$ cat src/rtl/fetch_pkg.sv
// Shared types and constants for the 4-bit CPU instruction fetch unit.
// FETCH_PREFETCH_EN selects a two-entry prefetch buffer; otherwise one entry.
package fetch_pkg;

  localparam int unsigned ADDR_W  = 5;
  localparam int unsigned DATA_W  = 4;
  localparam int unsigned INSTR_W = 2 * DATA_W;

`ifdef FETCH_PREFETCH_EN
  localparam int unsigned DEPTH = 2;
`else
  localparam int unsigned DEPTH = 1;
`endif

  localparam int unsigned OCC_W = $clog2(DEPTH + 1);

  typedef enum logic [1:0] {
    StIssueOp,
    StCapOp,
    StCapArg,
    StStall
  } fetch_state_t;

  typedef struct packed {
    logic [INSTR_W-1:0] instr;
    logic [ADDR_W-1:0]  pc;
  } fetch_entry_t;

endpackage

$ cat src/rtl/fetch_unit_if.sv
// Memory read port, jump redirect and decoder handshake of the fetch unit.
interface fetch_unit_if;
  import fetch_pkg::*;

  logic               mem_we;
  logic [ADDR_W-1:0]  mem_addr;
  logic [DATA_W-1:0]  mem_rdata;
  logic               jump_valid;
  logic [ADDR_W-1:0]  jump_addr;
  logic               instr_valid;
  logic               instr_ready;
  logic [INSTR_W-1:0] instr_data;
  logic [ADDR_W-1:0]  instr_pc;

  modport master (
    output mem_we, mem_addr, instr_valid, instr_data, instr_pc,
    input  mem_rdata, jump_valid, jump_addr, instr_ready
  );

  modport slave (
    input  mem_we, mem_addr, instr_valid, instr_data, instr_pc,
    output mem_rdata, jump_valid, jump_addr, instr_ready
  );

endinterface

$ cat src/rtl/fetch_buffer.sv
// Small synchronous FIFO of fetched instructions; slot 0 is always the head.
// Flush beats push; a pop on an empty buffer is ignored.
module fetch_buffer
  import fetch_pkg::*;
#(
  parameter int unsigned Depth = DEPTH,
  parameter int unsigned OccW  = $clog2(Depth + 1)
) (
  input  logic            clk_i,
  input  logic            rst_i,
  input  logic            push_i,
  input  fetch_entry_t    push_entry_i,
  input  logic            pop_i,
  input  logic            flush_i,
  output fetch_entry_t    head_o,
  output logic [OccW-1:0] occupancy_o
);

  fetch_entry_t [Depth-1:0] slots_q, slots_d;
  logic [OccW-1:0]          count_q, count_d;
  logic [OccW-1:0]          wr_idx;
  logic                     do_pop;

  assign do_pop = pop_i && (count_q != '0);
  // The slot to write shifts down by one when the head leaves this cycle.
  assign wr_idx = count_q - OccW'(do_pop);

  always_comb begin
    slots_d = slots_q;
    count_d = count_q;
    if (flush_i) begin
      count_d = '0;
    end else begin
      if (do_pop) begin
        for (int i = 0; i < int'(Depth) - 1; i++) begin
          slots_d[i] = slots_q[i+1];
        end
      end
      for (int i = 0; i < int'(Depth); i++) begin
        if (push_i && (wr_idx == OccW'(i))) begin
          slots_d[i] = push_entry_i;
        end
      end
      count_d = count_q + OccW'(push_i) - OccW'(do_pop);
    end
  end

  always_ff @(posedge clk_i) begin
    if (rst_i) begin
      slots_q <= '0;
      count_q <= '0;
    end else begin
      slots_q <= slots_d;
      count_q <= count_d;
    end
  end

  assign head_o      = slots_q[0];
  assign occupancy_o = count_q;

endmodule

$ cat src/rtl/fetch_unit.sv
// Instruction fetch unit: reads opcode/operand nibble pairs into a prefetch
// buffer (two entries when FETCH_PREFETCH_EN is defined, else one).
module fetch_unit
  import fetch_pkg::*;
#(
  parameter logic [ADDR_W-1:0] RESET_PC = '0
) (
  input logic          clk,
  input logic          rst,
  fetch_unit_if.master bus
);

  fetch_state_t       state_q;
  logic [ADDR_W-1:0]  pc_q;
  logic [ADDR_W-1:0]  mem_addr_q;
  logic [DATA_W-1:0]  opcode_q;

  fetch_entry_t       head;
  fetch_entry_t       new_entry;
  logic [OCC_W-1:0]   occ;
  logic [OCC_W-1:0]   occ_after;
  logic               push;
  logic               pop;
  logic               has_room;
  logic [ADDR_W-1:0]  pc_plus1;
  logic [ADDR_W-1:0]  pc_plus2;

  assign pc_plus1 = pc_q + ADDR_W'(1);
  assign pc_plus2 = pc_q + ADDR_W'(2);

  assign pop       = bus.instr_valid && bus.instr_ready;
  assign push      = (state_q == StCapArg) && !bus.jump_valid;
  assign occ_after = occ + OCC_W'(push) - OCC_W'(pop);
  assign has_room  = occ_after < OCC_W'(DEPTH);

  assign new_entry.instr = {opcode_q, bus.mem_rdata};
  assign new_entry.pc    = pc_q;

  fetch_buffer #(
    .Depth (DEPTH),
    .OccW  (OCC_W)
  ) u_buffer (
    .clk_i        (clk),
    .rst_i        (rst),
    .push_i       (push),
    .push_entry_i (new_entry),
    .pop_i        (pop),
    .flush_i      (bus.jump_valid),
    .head_o       (head),
    .occupancy_o  (occ)
  );

  // mem_addr is registered: it is loaded with the address the next state reads.
  always_ff @(posedge clk) begin
    if (rst) begin
      state_q    <= StIssueOp;
      pc_q       <= RESET_PC;
      mem_addr_q <= RESET_PC;
      opcode_q   <= '0;
    end else if (bus.jump_valid) begin
      state_q    <= StIssueOp;
      pc_q       <= bus.jump_addr;
      mem_addr_q <= bus.jump_addr;
      opcode_q   <= '0;
    end else begin
      unique case (state_q)
        StIssueOp: begin
          mem_addr_q <= pc_plus1;
          state_q    <= StCapOp;
        end
        StCapOp: begin
          opcode_q <= bus.mem_rdata;
          state_q  <= StCapArg;
        end
        StCapArg: begin
          pc_q <= pc_plus2;
          if (has_room) begin
            mem_addr_q <= pc_plus2;
            state_q    <= StIssueOp;
          end else begin
            state_q <= StStall;
          end
        end
        StStall: begin
          if (has_room) begin
            mem_addr_q <= pc_q;
            state_q    <= StIssueOp;
          end
        end
        default: state_q <= StIssueOp;
      endcase
    end
  end

  assign bus.mem_we      = 1'b0;
  assign bus.mem_addr    = mem_addr_q;
  assign bus.instr_valid = (occ != '0);
  assign bus.instr_data  = head.instr;
  assign bus.instr_pc    = head.pc;

endmodule

$ cat src/flat_wrapper.sv
// flat-port wrapper written by rule: the top's interface ports become plain ports
module fetch_unit_flat import fetch_pkg::*;
#(
  parameter logic [ADDR_W-1:0] RESET_PC = '0
)
  (clk, rst, bus_mem_we, bus_mem_addr, bus_instr_valid, bus_instr_data, bus_instr_pc, bus_mem_rdata, bus_jump_valid, bus_jump_addr, bus_instr_ready);
  fetch_unit_if bus_i ();
  input logic clk;
  input logic rst;
  output wire logic [$bits(bus_i.mem_we)-1:0] bus_mem_we;
  output wire logic [$bits(bus_i.mem_addr)-1:0] bus_mem_addr;
  output wire logic [$bits(bus_i.instr_valid)-1:0] bus_instr_valid;
  output wire logic [$bits(bus_i.instr_data)-1:0] bus_instr_data;
  output wire logic [$bits(bus_i.instr_pc)-1:0] bus_instr_pc;
  input wire logic [$bits(bus_i.mem_rdata)-1:0] bus_mem_rdata;
  input wire logic [$bits(bus_i.jump_valid)-1:0] bus_jump_valid;
  input wire logic [$bits(bus_i.jump_addr)-1:0] bus_jump_addr;
  input wire logic [$bits(bus_i.instr_ready)-1:0] bus_instr_ready;
  assign bus_mem_we = bus_i.mem_we;
  assign bus_mem_addr = bus_i.mem_addr;
  assign bus_instr_valid = bus_i.instr_valid;
  assign bus_instr_data = bus_i.instr_data;
  assign bus_instr_pc = bus_i.instr_pc;
  assign bus_i.mem_rdata = bus_mem_rdata;
  assign bus_i.jump_valid = bus_jump_valid;
  assign bus_i.jump_addr = bus_jump_addr;
  assign bus_i.instr_ready = bus_instr_ready;
  fetch_unit #(.RESET_PC(RESET_PC)) u_core (.clk(clk), .rst(rst), .bus(bus_i));
endmodule
$ cat config.mk
export PLATFORM = sky130hd
export DESIGN_NAME = fetch_unit_flat
export DESIGN_NICKNAME = d
export VERILOG_FILES = /design/src/rtl/fetch_pkg.sv /design/src/rtl/fetch_unit_if.sv /design/src/rtl/fetch_buffer.sv /design/src/rtl/fetch_unit.sv /design/src/flat_wrapper.sv
export SDC_FILE = /design/constraint.sdc
export NUM_CORES = 1
export LEC_CHECK = 0
export CELL_PAD_IN_SITES_DETAIL_PLACEMENT = 1
export CELL_PAD_IN_SITES_GLOBAL_PLACEMENT = 2
export CORE_MARGIN = 5
export CORE_UTILIZATION = 28
export CTS_CLUSTER_DIAMETER = 100
export DETAILED_ROUTE_END_ITERATION = 7
export PLACE_DENSITY_LB_ADDON = 0.1
export SLEW_MARGIN = 20
export SYNTH_ARGS = -nofsm -noshare
export SYNTH_HDL_FRONTEND = slang
export SYNTH_SLANG_ARGS = --single-unit
export TNS_END_PERCENT = 10
$ cat constraint.sdc
create_clock -name clk -period 2 [get_ports clk]
set_input_delay 0.3 -clock clk [delete_from_list [all_inputs] [get_ports clk]]
set_output_delay 0.3 -clock clk [all_outputs]
set_load 0.03 [all_outputs]
# Word level (Yosys, flattened, before mapping)
# Index checks and enable logic that the tools add are counted.
dict set report totals {
  regBits 30
  output_inout_bits 20
  elab_cells 42
}
dict set report classes {
  n_addsub 6
  magnitude_cmp 1
  eq_ne 6
  n_mux 9
  n_bitwise 2
  reduce_logical 11
}
# operator count
set op_table {}
lappend op_table {{2-to-1 mux 5 bit} 5}
lappend op_table {{case mux 5 bit (3 select lines)} 1}
lappend op_table {{case mux 2 bit (4 select lines)} 1}
lappend op_table {{inequality test 3 x 2 -> 1 bit, second input constant} 2}
lappend op_table {{adder 5 x 1 -> 5 bit, second input constant} 1}
lappend op_table {{adder 5 x 2 -> 5 bit, second input constant} 1}
lappend op_table {{== test 2 bit, second input constant} 2}
lappend op_table {{logical AND 1 bit} 4}
lappend op_table {{2-to-1 mux 2 bit} 2}
lappend op_table {{nonzero test 4 bit} 1}
lappend op_table {{AND reduction 3 bit} 1}
lappend op_table {{subtractor 1 bit} 3}
lappend op_table {{== test 2 x 1 -> 1 bit, second input constant} 1}
lappend op_table {{logical NOT 2 bit} 1}
lappend op_table {{inequality test 2 x 1 -> 1 bit, second input constant} 1}
lappend op_table {{NOT 1 bit} 2}
lappend op_table {{AND reduction 2 bit} 1}
lappend op_table {{nonzero test 2 bit} 1}
lappend op_table {{OR reduction 2 bit} 1}
lappend op_table {{adder 1 bit} 1}
lappend op_table {{logical NOT 1 bit} 1}
lappend op_table {{< comparator 1 bit, second input constant} 1}

# Depth between registers and ports, before layout
dict set report depth {
  depth_word 8
  mapped_depth 8
  mapped_depth_nobuf 5
}

# Hierarchy
# From an unflattened synthesis, not the netlist that was laid out.
dict set report hier_totals {
  hier_cells 175
  hier_area_um2 1634.1
}
# mod n_inst cells_per_inst area_per_inst_um2
set modules_own_cells {}
lappend modules_own_cells {fetch_unit 1 113 989.7}
lappend modules_own_cells {fetch_buffer 1 62 644.4}

# Worst setup path after synthesis
# OpenSTA, ideal clock, no wires.
dict set report synth_timing {
  path_type {flip-flop to flip-flop}
  start {reg u_core.u_buffer.count_q (netlist: u_core.u_buffer.occupancy_o)}
  end {reg u_core.mem_addr_q[1] (netlist: u_core.bus.mem_addr[1])}
  setup_ns 0.071
  t_arrival_ns 1.467
  required_time_ns 1.929
  slack_ns 0.463
  path_stages_with_launch 5
  path_buffers 0
  synth_period_minus_slack_ns 1.537
  path_cell_list {dfxtp_1 -> and2b_1 -> nor3_4 -> or4_1 -> a21oi_1}
}
dict set report synth_between {
  elab_chain_cells 5
  elab_cells_between_ends 7
  classes_between {add/sub (2); order compare (1); eq/ne (2); reduce/logical (2)}
}
# item line
set synth_rtl {}
lappend synth_rtl {{start: declaration} fetch_buffer.sv:20} ;# logic [OccW-1:0] count_q, count_d;
lappend synth_rtl {{start signal: assignment} fetch_buffer.sv:54} ;# count_q <= count_d;
lappend synth_rtl {{adder 1 bit or logical AND 1 bit (tied branches)} {fetch_unit.sv:33, fetch_unit.sv:31}}
lappend synth_rtl {{subtractor 1 bit *} fetch_unit.sv:33} ;# assign occ_after = occ + OCC_W'(push) - OCC_W'(pop);
lappend synth_rtl {{< comparator 1 bit *} fetch_unit.sv:34} ;# assign has_room = occ_after < OCC_W'(DEPTH);
lappend synth_rtl {{inequality test 3 x 2 -> 1 bit (no line)} --}
lappend synth_rtl {{AND reduction 3 bit (no line) *} --}
lappend synth_rtl {{end signal: assignment} fetch_unit.sv:63} ;# mem_addr_q <= bus.jump_addr;
lappend synth_rtl {{end signal: assignment} fetch_unit.sv:68} ;# mem_addr_q <= pc_plus1;
lappend synth_rtl {{end signal: assignment} fetch_unit.sv:78} ;# mem_addr_q <= pc_plus2;
lappend synth_rtl {{end: declaration} fetch_unit.sv:15} ;# logic [ADDR_W-1:0] mem_addr_q;
# Mark *: on every way between the ends. The rest lies on a longest branch, timed or not.
# A chain may end at the register's enable or synchronous reset.

# Final worst setup path
dict set report layout_timing {
  start {in bus_instr_ready}
  end {reg u_core.mem_addr_q[3] (netlist: u_core.bus.mem_addr[3])}
}
dict set report layout_between {
  elab_chain_cells 5
  elab_cells_between_ends 6
  classes_between {add/sub (1); order compare (1); eq/ne (2); reduce/logical (2)}
}
# item line
set layout_rtl {}
lappend layout_rtl {{start: declaration} flat_wrapper.sv:18} ;# input wire logic [$bits(bus_i.instr_ready)-1:0] bus_instr_ready;
lappend layout_rtl {{logical AND 1 bit *} fetch_unit.sv:31} ;# assign pop = bus.instr_valid && bus.instr_ready;
lappend layout_rtl {{subtractor 1 bit *} fetch_unit.sv:33}
lappend layout_rtl {{< comparator 1 bit *} fetch_unit.sv:34}
lappend layout_rtl {{inequality test 3 x 2 -> 1 bit (no line)} --}
lappend layout_rtl {{AND reduction 3 bit (no line) *} --}
# Marks and branches as above.

==> results.tsv <==
metric	value	unit
numCtsBuffers	5	
grt_max_degree	15	
cp_cell_sequence	clkdlybuf4s50_1 > nand2b_1 > a211oi_1 > nor4_1 > a32o_1	
yosys_warnings	0	
worstSetupStartpointType	primary input	
min_period_over_period	0.852	
die_h	80.4	microns
cts.clk_slew.worst_paths	0.07	ns
clock_latency	0.28	ns
ys_ff_latch	30	
ys_seq_area_frac	0.433	
clock_skew	0.00912	ns
power_leakage	0.707	nW
instances_no_fill	270	
place_inst	262	
fp.coreArea	4750	sq um
antenna_found_initial	0	
io_pins	33	
drt_iter0_drc	53	
end_kind	flip-flop	
place_ws	0.000180	ns
cp-endpoint	u_core.bus.mem_addr[3]	
first_pass_iters	4	
ir_drop	0.441	mV
final_layout_size_suffix_gt1_frac	0.113	
fin_ws	0.295	ns
final.setup.tns	0	ns
slew_headroom	0.515	
vias	1283	
synth_xor_area_frac	0.0505	
synth_simple_gate_area_frac	0.224	
p_comb_frac	0.115	
synth_nets	179	
seq_power_share	0.398	
r2r_cells	4	
fin_total_pwr	1.60	mW
dieArea	6460	sq um
status	finished, final reports clean	
worstHoldPathType	reg -> reg	
dp_hpwl	3.08	mm
viasPerCell	4.75	
setup_violations	0	
power_frac_clock	0.487	
min_from	u_core.opcode_q[1]	
track_usage	0.136	
startpoint	bus_instr_ready	
wire_per_inst	14.9	microns
slowest_delay	0.64	ns
syn_to_final_growth	38.5	%
synthAdderAreaFrac	0.0180	
clock_path_buffers	2	
cts_hold_buf	0	
grt_overflow_total	0	
worst_pin_slew	0.722	ns
ant_nets	0	
nets	217	
synth_cell_types	35	
first_global_vias	1343	
rrSetupSlack	0.39	ns
clock-sinks	30	
port-buffer-count	31	
syn_area	1390	sq um
rsz0062_at_grt	no	
min_period	1.70	ns
crit_fanout	5	
crit_type	in -> reg	
row_count	25	
cts_tree	built	
swShare	0.228	
htree_levels	2	
worst_r2r_endpoint	u_core.bus.mem_addr[3]	
grt_first_pass_wirelength	6.71	mm
antenna_cells	0	
fillerInstances	578	
die_width	80.4	microns
syn_area_per_cell	8.46	sq um
final-seq-area	601	sq um
synth_compound_area_frac	0.164	
powerDensity	833	nW/um^2
p_int	1.24	mW
synth_top_family_by_area	simple AND/OR/NAND/NOR gates	
timing.fmax	0.587	GHz
maxCapViolCount	0	
hold_violations	0	
syn_inst	164	
initial_utilization	0.292	
worst_ep_arrival_time	1.88	ns
gp_congestion	0.795	
post_cts_buffers	0	
cts-root-buf	clkbuf_8	
timing.rr.start	u_core.state_q[1]	
synthMuxAreaShare	0.0361	
utilization	0.404	
final_max_slew_viol_count	0	
p_switching	364	uW
multiInputGateArea	687	sq um
crit_path_top_delay_cell	a211oi_1	
cp.required	2.17	ns
cts_resized	0	
wl	4.03	mm
drc	0	
-- cells in the final DEF (no fill, tap or decap), types with 2 or more instances in the layout --
master            n
xor2_1            2
inv_1             4
o21ai_0           6
a211oi_1          7
nor2_1            9
buf_4            11
nand2_1          31
xnor2_1           6
nand3_1           6
clkbuf_8          6
dfxtp_1          30
nor3_1            2
clkdlybuf4s50_1  31
a21oi_1          24
ha_1              2
mux2i_1           5
bufinv_16         2
nand2_2           2
nor2b_1           2
-- layer usage --
layer | track usage | part of all wire | up-vias
met5 | 0 | 0 | -
met4 | 0.0456 | 0.015 | 0
met3 | 0.0415 | 0.050 | 6
met2 | 0.217 | 0.46 | 26
met1 | 0.175 | 0.47 | 615
li1 | - | - | 636
-- critical path, delay by kind of cell --
family,cells,cell delay [ns]
buffers and inverters,1,0.41
AO/OA/AOI/OAI,2,0.88
AND/OR/NAND/NOR,2,0.28
-- power by group through the flow --
stage	Sequential [mW]	Combinational [mW]	Clock, mW
5_1_grt	0.641	0.201	0.824
6_report	0.638	0.184	0.780
4_1_cts	0.638	0.186	0.796
3_5_place_dp	0.652	0.185	0
3_3_place_gp	0.652	0.182	0
2_1_floorplan	0.669	0.0877	0
-- kinds of logic after synthesis --
family          after synthesis
simple gates                 63
compound gates               40
flops                        30
buf+inv                      15
xor+xnor                      8
mux                           5
fa+ha+maj                     2
other cells                   1
-- state kept, by name, indices dropped and copies added, names as in the netlist --
register                     flops
u_core.u_buffer.head_o          13
u_core.u_buffer.occupancy_o      1
u_core.pc_q                      5
u_core.state_q                   2
u_core.opcode_q                  4
u_core.bus.mem_addr              5
-- worst min-delay path by stage --
stage / endpoint / cells after the start
final: u_core.u_buffer.head_o[10] / 2
after global routing: u_core.u_buffer.head_o[12] / 2
after CTS: u_core.u_buffer.head_o[9] / 2
after detailed placement: u_core.u_buffer.head_o[10] / 2
after global placement: u_core.u_buffer.head_o[8] / 2
after floorplan: u_core.u_buffer.head_o[10] / 2
-- area by class of cell --
cell class,instances,area share
clock inverters,2,0.0313
clock buffers,6,0.0430
multi-input cells,119,0.357
flip-flops and latches,30,0.313
well taps,67,0.0436
repair buffers,42,0.204
inverters,4,0.00781
-- synth_stat cells (all sizes together) --
cell | number | share of area
nand2 | 33 | 0.093
dfxtp | 30 | 0.43
a21oi | 24 | 0.087
nor2 | 9 | 0.024
buf | 8 | 0.053
a211oi | 7 | 0.038
nand3 | 6 | 0.022
o21ai | 6 | 0.022
xnor2 | 6 | 0.038
mux2i | 5 | 0.036
inv | 4 | 0.011
clkbuf | 3 | 0.0081
nor3 | 3 | 0.019
ha | 2 | 0.018
nand2b | 2 | 0.014
nor2b | 2 | 0.0090
xor2 | 2 | 0.013
a32o | 1 | 0.0072
and2b | 1 | 0.0054
and3 | 1 | 0.0045
and4 | 1 | 0.0063
conb | 1 | 0.0027
nand4b | 1 | 0.0063
nor3b | 1 | 0.0054
nor4 | 1 | 0.0045
o211ai | 1 | 0.0054
o21a | 1 | 0.0054
or3 | 1 | 0.0045
or4 | 1 | 0.0054
-- stage by stage --
step	hold slack [ns]	instance area (sq um)
floorplan	0.432	1390
global placement	0.444	1780
detailed placement	0.453	1780
CTS	0.464	1920
global route	0.471	1920
finish	0.456	1920
No activity file was read; power rests on OpenSTA's default activity.
